==> src/rtl/ad9253_pkg.sv <==
// Shared constants and helpers for the AD9253 frame/test-pattern generator.
package ad9253_pkg;

  typedef enum logic [1:0] {
    ST_IDLE,
    ST_PRE,
    ST_RUN
  } state_t;

  localparam logic [2:0] MODE_NORMAL  = 3'd0;
  localparam logic [2:0] MODE_CHECKER = 3'd1;
  localparam logic [2:0] MODE_PN9     = 3'd2;
  localparam logic [2:0] MODE_USER    = 3'd3;
  localparam logic [2:0] MODE_RAMP    = 3'd4;

  localparam logic [7:0]  FCO_PAT = 8'hF0;
  localparam logic [15:0] CHK_A   = 16'hAAA8;
  localparam logic [15:0] CHK_B   = 16'h5554;

  // x^9 + x^5 + 1, shifting left, oldest bit out first
  localparam int PN9_TAP_HI = 8;
  localparam int PN9_TAP_LO = 4;
  localparam int PN_BITS    = 14;

  // Returns {next_state[8:0], word_bits[13:0]}
  function automatic logic [22:0] pn9_word(
    input logic [8:0] s
  );
    logic [8:0]  r;
    logic [13:0] w;
    r = s;
    w = '0;
    for (int i = 0; i < PN_BITS; i++) begin
      w = {w[12:0], r[PN9_TAP_HI]};
      r = {r[7:0], r[PN9_TAP_HI] ^ r[PN9_TAP_LO]};
    end
    return {r, w};
  endfunction

endpackage

==> src/rtl/ad9253_lane_slip.sv <==
// One output lane: registers the raw word and picks an 8-bit window
// out of {previous, current} at the current bit offset.
module ad9253_lane_slip (
  input  logic       clk,
  input  logic       rst,
  input  logic [7:0] raw,
  input  logic [2:0] ofs,
  output logic [7:0] word
);

  logic [7:0]  prev;
  logic [15:0] cat;

  assign cat = {prev, raw};

  always_ff @(posedge clk or posedge rst) begin
    if (rst) begin
      prev <= '0;
      word <= '0;
    end else begin
      prev <= raw;
      word <= cat[{1'b0, ofs} +: 8];
    end
  end

endmodule

==> src/rtl/ad9253_frame_gen.sv <==
// AD9253-style serial lane word generator: preamble, test patterns,
// pass-through samples, error injection and per-lane bit slip.
module ad9253_frame_gen
  import ad9253_pkg::*;
#(
  parameter int         PRE_LEN = 16,
  parameter logic [8:0] PN_SEED = 9'h1FF
) (
  input  logic        clk,
  input  logic        rst,
  input  logic        en,
  input  logic [2:0]  mode,
  input  logic [15:0] user_word,
  input  logic [15:0] s_data,
  input  logic        s_valid,
  output logic        s_ready,
  input  logic        slip_req,
  input  logic        err_inj,
  output logic [7:0]  fco_word,
  output logic [7:0]  dco_a,
  output logic [7:0]  dco_b,
  output logic        busy,
  output logic [2:0]  slip_ofs,
  output logic [15:0] underrun_cnt
);

  state_t      state;
  logic [7:0]  pre_cnt;
  logic        chk_ph;
  logic [8:0]  lfsr;
  logic [13:0] ramp;
  logic [15:0] hold;
  logic        err_pend;

  logic        run_word;
  logic        pre_word;
  logic        is_norm;
  logic [22:0] pn_next;
  logic [15:0] sample;
  logic [7:0]  raw_fco;
  logic [7:0]  raw_a;
  logic [7:0]  raw_b;

  assign run_word = (state == ST_RUN) && en;
  assign pre_word = (state == ST_PRE) && en;
  assign is_norm  = (mode == MODE_NORMAL) || (mode > MODE_RAMP);
  assign pn_next  = pn9_word(lfsr);
  assign s_ready  = run_word && is_norm;
  assign busy     = (state != ST_IDLE);

  always_comb begin
    sample = hold;
    unique case (1'b1)
      (mode == MODE_CHECKER): sample = chk_ph ? CHK_B : CHK_A;
      (mode == MODE_PN9):     sample = {pn_next[13:0], 2'b00};
      (mode == MODE_USER):    sample = user_word;
      (mode == MODE_RAMP):    sample = {ramp, 2'b00};
      default:                sample = s_valid ? s_data : hold;
    endcase
  end

  always_comb begin
    raw_fco = '0;
    raw_a   = '0;
    raw_b   = '0;
    if (pre_word) begin
      raw_fco = FCO_PAT;
    end else if (run_word) begin
      raw_fco = FCO_PAT;
      raw_a   = sample[15:8];
      raw_b   = sample[7:0] ^ {7'b0, err_pend};
    end
  end

  always_ff @(posedge clk or posedge rst) begin
    if (rst) begin
      state        <= ST_IDLE;
      pre_cnt      <= '0;
      chk_ph       <= 1'b0;
      lfsr         <= PN_SEED;
      ramp         <= '0;
      hold         <= '0;
      err_pend     <= 1'b0;
      slip_ofs     <= '0;
      underrun_cnt <= '0;
    end else begin
      slip_ofs <= slip_ofs + {2'b0, slip_req};

      case (state)
        ST_IDLE: begin
          if (en) begin
            state   <= ST_PRE;
            pre_cnt <= '0;
            chk_ph  <= 1'b0;
            lfsr    <= PN_SEED;
            ramp    <= '0;
          end
        end
        ST_PRE: begin
          if (!en) begin
            state <= ST_IDLE;
          end else begin
            pre_cnt <= pre_cnt + 8'd1;
            if (pre_cnt == 8'(PRE_LEN - 1)) begin
              state <= ST_RUN;
            end
          end
        end
        ST_RUN: begin
          if (!en) begin
            state <= ST_IDLE;
          end
        end
        default: state <= ST_IDLE;
      endcase

      // Pattern state only advances on words that actually use it
      if (run_word) begin
        unique case (1'b1)
          (mode == MODE_CHECKER): chk_ph <= ~chk_ph;
          (mode == MODE_PN9):     lfsr   <= pn_next[22:14];
          (mode == MODE_USER):    ;
          (mode == MODE_RAMP):    ramp   <= ramp + 14'd1;
          default: begin
            if (s_valid) begin
              hold <= s_data;
            end else if (underrun_cnt != 16'hFFFF) begin
              underrun_cnt <= underrun_cnt + 16'd1;
            end
          end
        endcase
      end

      if (state != ST_IDLE && !en) begin
        err_pend <= 1'b0;
      end else if (err_inj) begin
        err_pend <= 1'b1;
      end else if (run_word) begin
        err_pend <= 1'b0;
      end
    end
  end

  ad9253_lane_slip u_fco (
    .clk  (clk),
    .rst  (rst),
    .raw  (raw_fco),
    .ofs  (slip_ofs),
    .word (fco_word)
  );

  ad9253_lane_slip u_lane_a (
    .clk  (clk),
    .rst  (rst),
    .raw  (raw_a),
    .ofs  (slip_ofs),
    .word (dco_a)
  );

  ad9253_lane_slip u_lane_b (
    .clk  (clk),
    .rst  (rst),
    .raw  (raw_b),
    .ofs  (slip_ofs),
    .word (dco_b)
  );

endmodule
==> config.mk <==
export PLATFORM = sky130hd
export DESIGN_NAME = ad9253_frame_gen
export DESIGN_NICKNAME = d
export VERILOG_FILES = /design/src/rtl/ad9253_pkg.sv /design/src/rtl/ad9253_lane_slip.sv /design/src/rtl/ad9253_frame_gen.sv
export SDC_FILE = /design/constraint.sdc
export NUM_CORES = 1
export LEC_CHECK = 0
export CAP_MARGIN = 20
export CORE_AREA = 2 2 140 101
export CTS_CLUSTER_DIAMETER = 150
export DETAILED_ROUTE_END_ITERATION = 10
export DIE_AREA = 0 0 142 103
export PLACE_DENSITY = 0.7
export SLEW_MARGIN = 0
export SYNTH_ARGS = -nofsm -noshare
export SYNTH_HDL_FRONTEND = slang
export SYNTH_SLANG_ARGS = --single-unit
==> constraint.sdc <==
create_clock -name clk -period 4.4 [get_ports clk]
set_input_delay 0.44 -clock clk [delete_from_list [all_inputs] [get_ports clk]]
set_output_delay 0.44 -clock clk [all_outputs]
set_load 0.02 [all_outputs]
; Word-level counts from Yosys, hierarchy flattened
; Index checks and enable logic that the tools add are counted.
[totals]
regBits = 118
input_bits = 41
out_inout_bits = 45
wordCells = 101
[classes]
addsub = 4
magnitude_cmp = 1
n_eq_ne = 12
n_shift = 3
muxes = 32
bitwise = 18
reduce_logical = 16
[op_table]
columns = op, count
row1 = two-way mux 8 bit, 8
row2 = one-hot mux 16 bit (4 select lines), 1
row3 = two-way mux 14 bit, 4
row4 = variable part select 16 x 4 -> 8 bit, 3
row5 = two-way mux 9 bit, 4
row6 = two-way mux 16 bit, 2
row7 = "adder 16 x 1 -> 16 bit, second input constant", 1
row8 = "inequality test 16 bit, second input constant", 1
row9 = one-hot mux 8 bit (2 select lines), 1
row10 = "adder 14 x 1 -> 14 bit, second input constant", 1
row11 = XOR 1 bit, 14
row12 = "adder 8 x 1 -> 8 bit, second input constant", 1
row13 = "== test 8 x 4 -> 1 bit, second input constant", 1
row14 = two-way mux 2 bit, 4
row15 = XOR 8 x 1 -> 8 bit, 1
row16 = two-way mux 1 bit, 7
row17 = "== test 3 x 2 -> 1 bit, second input constant", 2
row18 = "inequality test 2 bit, second input constant", 3
row19 = one-hot mux 2 bit (3 select lines), 1
row20 = AND reduction 3 bit, 2
row21 = logical AND 1 bit, 4
row22 = AND reduction 4 bit, 1
row23 = nonzero test 2 bit, 2
row24 = OR reduction 4 bit, 1
row25 = other kinds (14), 16

; Longest topological paths before layout
[depth]
word_depth = 6
mapped_depth = 12

; By module
; From an unflattened synthesis, not the netlist that was laid out.
[hier_totals]
cells_unflattened = 597
area_unflattened_um2 = 6493.7
[by_module_without_submodules]
columns = module, n_inst, cells_per_inst, area_each_um2
row1 = ad9253_frame_gen, 1, 405, 4038.9
row2 = ad9253_lane_slip, 3, 64, 818.3

; Worst setup path before layout
; Ideal clock, no wire load.
[synth_path]
path_kind = input to register
startpoint = in mode[1]
endpoint = reg u_lane_a.word[0]
arrival_time_ns = 2.526
path_slack_ns = 1.748
stages = 12
path_buffers = 4
cell_sequence = buf_6 -> buf_6 -> buf_2 -> nor2_1 -> ha_1 -> buf_4 -> or2b_2 -> nand2_1 -> o32ai_2 -> o22ai_1 -> or2_0 -> a221o_1
[synth_via]
elab_chain_len = 5
elab_cells_between_ends = 8
cone_classes = 4 x eq/ne / 1 x shift / 3 x mux
[synth_lines]
columns = item, line
row1 = start: declaration, ad9253_frame_gen.sv:12  ; input logic [2:0] mode,
row2 = "== test 3 bit, or another cell as far along", ad9253_frame_gen.sv:57  ; (mode == MODE_RAMP): sample = {ramp, 2'b00};
row3 = one-hot mux 16 bit (4 select lines) (*), ad9253_frame_gen.sv:53  ; unique case (1'b1)
row4 = two-way mux 8 bit (*), ad9253_frame_gen.sv:68  ; end else if (run_word) begin
row5 = two-way mux 8 bit (*), ad9253_frame_gen.sv:66  ; if (pre_word) begin
row6 = variable part select 16 x 4 -> 8 bit (*), ad9253_lane_slip.sv:22  ; word <= cat[{1'b0, ofs} +: 8];
row7 = end signal: assignment, ad9253_lane_slip.sv:22
row8 = end: declaration, ad9253_lane_slip.sv:8  ; output logic [7:0] word
; Mark *: on every way between the ends. The rest lies on a longest branch, timed or not.
; A chain may end at the register's enable or synchronous reset.

; Worst setup path in the final report
[layout_path]
startpoint = in mode[2]
endpoint = reg u_lane_a.word[0]
; The elaborated chain is that of the path after synthesis.

==> results.cfg <==
[run_status]
status = finished clean

[clock_tree]
cts_sinks = 109
cts_resized = 0
post_cts_buffers = 0
htree_levels = 3
cts_tree = done
path_clk_slew_ps = 70
clk_latency_ps = 350
cts-buffers-inserted = 9
holdBufCountCts = 0
cts-root-buf = clkbuf_16
clockBufferDepth = 2

[routing]
drt.antenna.violating_nets = 0
drcViolationCount = 0
first_pass_iters = 5
wl_per_cell_um = 18.51
drt-vias-per-instance = 5.857
vias = 5072
wl_mm = 16.03
drt-initial-drc-count = 504

[cells_and_area]
diodes = 0
fin_area_um2 = 7348
final_nets = 739
area_delta_synth_final_pct = 19.47
fillers = 1173
drive_gt1_frac = 0.1209

[sta]
worst_slew_pin_slew_ps = 993.7
relSlewSlack = 0.3355
setup_viol = 0
fmax_mhz = 310.3
drv_slew = 0
rsz0062_at_grt = false
fin_crit_sh = 0.7323
report.final.hold_viol_count = 0
fin_skew_ps = 5.000
min_period_ps = 3222
setup-tns-final_ps = 0
hold_slack_ps = 465.1

[critical_path]
arrival_ps = 3460
r2r_setup_slack_ps = 2130
worstSetupPathType = in2reg
required_ps = 4640
critPathCaptureType = flip-flop
start_kind = primary input
path_max_fanout = 19

[placed_design]
routabilityCongestion = 0.8728
hpwl_mm = 11.73
portBuffers = 85
postPlaceCellArea_um2 = 7074

[power]
p_per_area_nw_per_um2 = 377.0
p_leak_nw = 3.201
ir_drop_uv = 248.3

[die]
ios = 86
design.core.area_um2 = 13470
fp.dieW_um = 142
die_h_um = 103
dieArea_um2 = 14630
rows = 36
start_util = 0.4567

[hold_path]
hold_class = reg2reg

[synthesis]
async_flop_share = 1.000
synth_cell_types = 74
ys_seq_elements = 109
synth_cells = 629
yosys.area.top_type = dfrtp_1
synthTopCellsByArea = dfrtp_1, mux2i_1, mux2_2, nand2_1, dfstp_2
ys_seq_area_frac = 0.4453
synthTopCellsByCount = dfrtp_1, nand2_1, nor2_1
postSynthAreaPerCell_um2 = 9.779
syn_area_um2 = 6151
yosysWarnings = 0
yosysTopAreaCellShare = 0.4068
ys.flop_type = dfrtp_1
synth_edf_count = 0
yosysMostFrequentCell = dfrtp_1
synth_nets = 677

[grt]
grt_usage = 0.2296
grt_overflow_total = 0
grt_pass1_wl_mm = 26.03
antenna_found_initial = 0
grt_pass1_vias = 4930
grt_max_degree = 77

[job]
cap_viol_max_count = 0
## cells in the final DEF (no fill, tap or decap), types with 7 or more instances in the layout
cell type	instances
xnor2_1	24
o21ai_0	17
nor3_1	12
mux2i_1	27
nand4_1	11
dfrtp_1	100
mux2_2	24
ha_1	7
o22ai_1	15
buf_4	8
xor2_1	11
nand3_1	24
nor2_1	51
nand2_1	69
mux2_1	13
dfstp_2	9
a22o_1	7
nand3b_1	7
o21ai_1	8
o32ai_2	7
clkdlybuf4s50_1	85
a21oi_1	44
and3_1	10
clkbuf_16	9
## path summary, 6_finish.rpt
kind | startpoint | endpoint | cells after the start
setup / recovery | mode[2] | u_lane_a.word[0] | 8
hold / removal | pre_cnt[7] | pre_cnt[7] | 1
setup reg to reg | state[1] | lfsr[7] | 6
hold reg to reg | pre_cnt[7] | pre_cnt[7] | 1
max in group asynchronous | rst | lfsr[2] | 3
min in group asynchronous | rst | u_lane_a.word[7] | 2
## registers in the layout, indices dropped and copies added, names as in the netlist, 2 cells and up
name	flops
underrun_cnt	16
lfsr	9
u_lane_a.prev	7
ramp	14
hold	16
state	2
pre_cnt	8
slip_ofs	3
u_lane_a.word	8
u_fco.word	8
u_lane_b.word	8
u_lane_b.prev	7
## layer usage
metal,vias to the layer above,share of wire,track usage
met4,0,0.016,0.06615
li1,2377,-,-
met5,-,0,0
met3,25,0.072,0.04738
met1,2481,0.47,0.3367
met2,189,0.44,0.3456
## power by group
part           switching [mW]  total, mW  internal [mW]
clock                   0.378      0.780          0.402
sequential             0.0921       1.17           1.08
combinational           0.468      0.817          0.349
total                   0.938       2.77           1.83
## critical path, cell delays in order
cell and delay (ps):
clkdlybuf4s50_1 770, ha_1 690, or2b_2 290, nand2_1 100
o32ai_2 430, o22ai_1 140, or2_0 240, a221o_1 350
## kinds of logic after synthesis
family | Yosys count | share of synthesized area
adders and majority gates | 7 | 0.01424
buffers and inverters | 50 | 0.03804
xor gates and xnor gates | 35 | 0.04984
DFF | 109 | 0.4453
muxes | 64 | 0.1117
AOI/OAI and AO/OA | 136 | 0.1526
and+or+nand+nor | 228 | 0.1884
## through the flow
step	utilization	setup WS [ps]	total power [mW]	instances
floorplan	-	1101	1.704	629
global placement	0.5253	965.8	1.990	851
detailed placement	0.5253	864.8	2.002	851
CTS	0.5456	1234	2.786	866
global route	0.5456	960.4	2.909	866
finish	0.5456	1178	2.770	866
## final cells by class
class | instances | area, um^2 | area share
clock buffers | 11 | 242.7 | 0.03303
inverters | 8 | 32.53 | 0.004427
well taps | 171 | 214.0 | 0.02912
multi-input cells | 470 | 3178 | 0.4325
repair buffers | 93 | 910.9 | 0.1240
clock inverters | 4 | 31.28 | 0.004257
flip-flops and latches | 109 | 2739 | 0.3727
No activity file was read; power rests on OpenSTA's default activity.
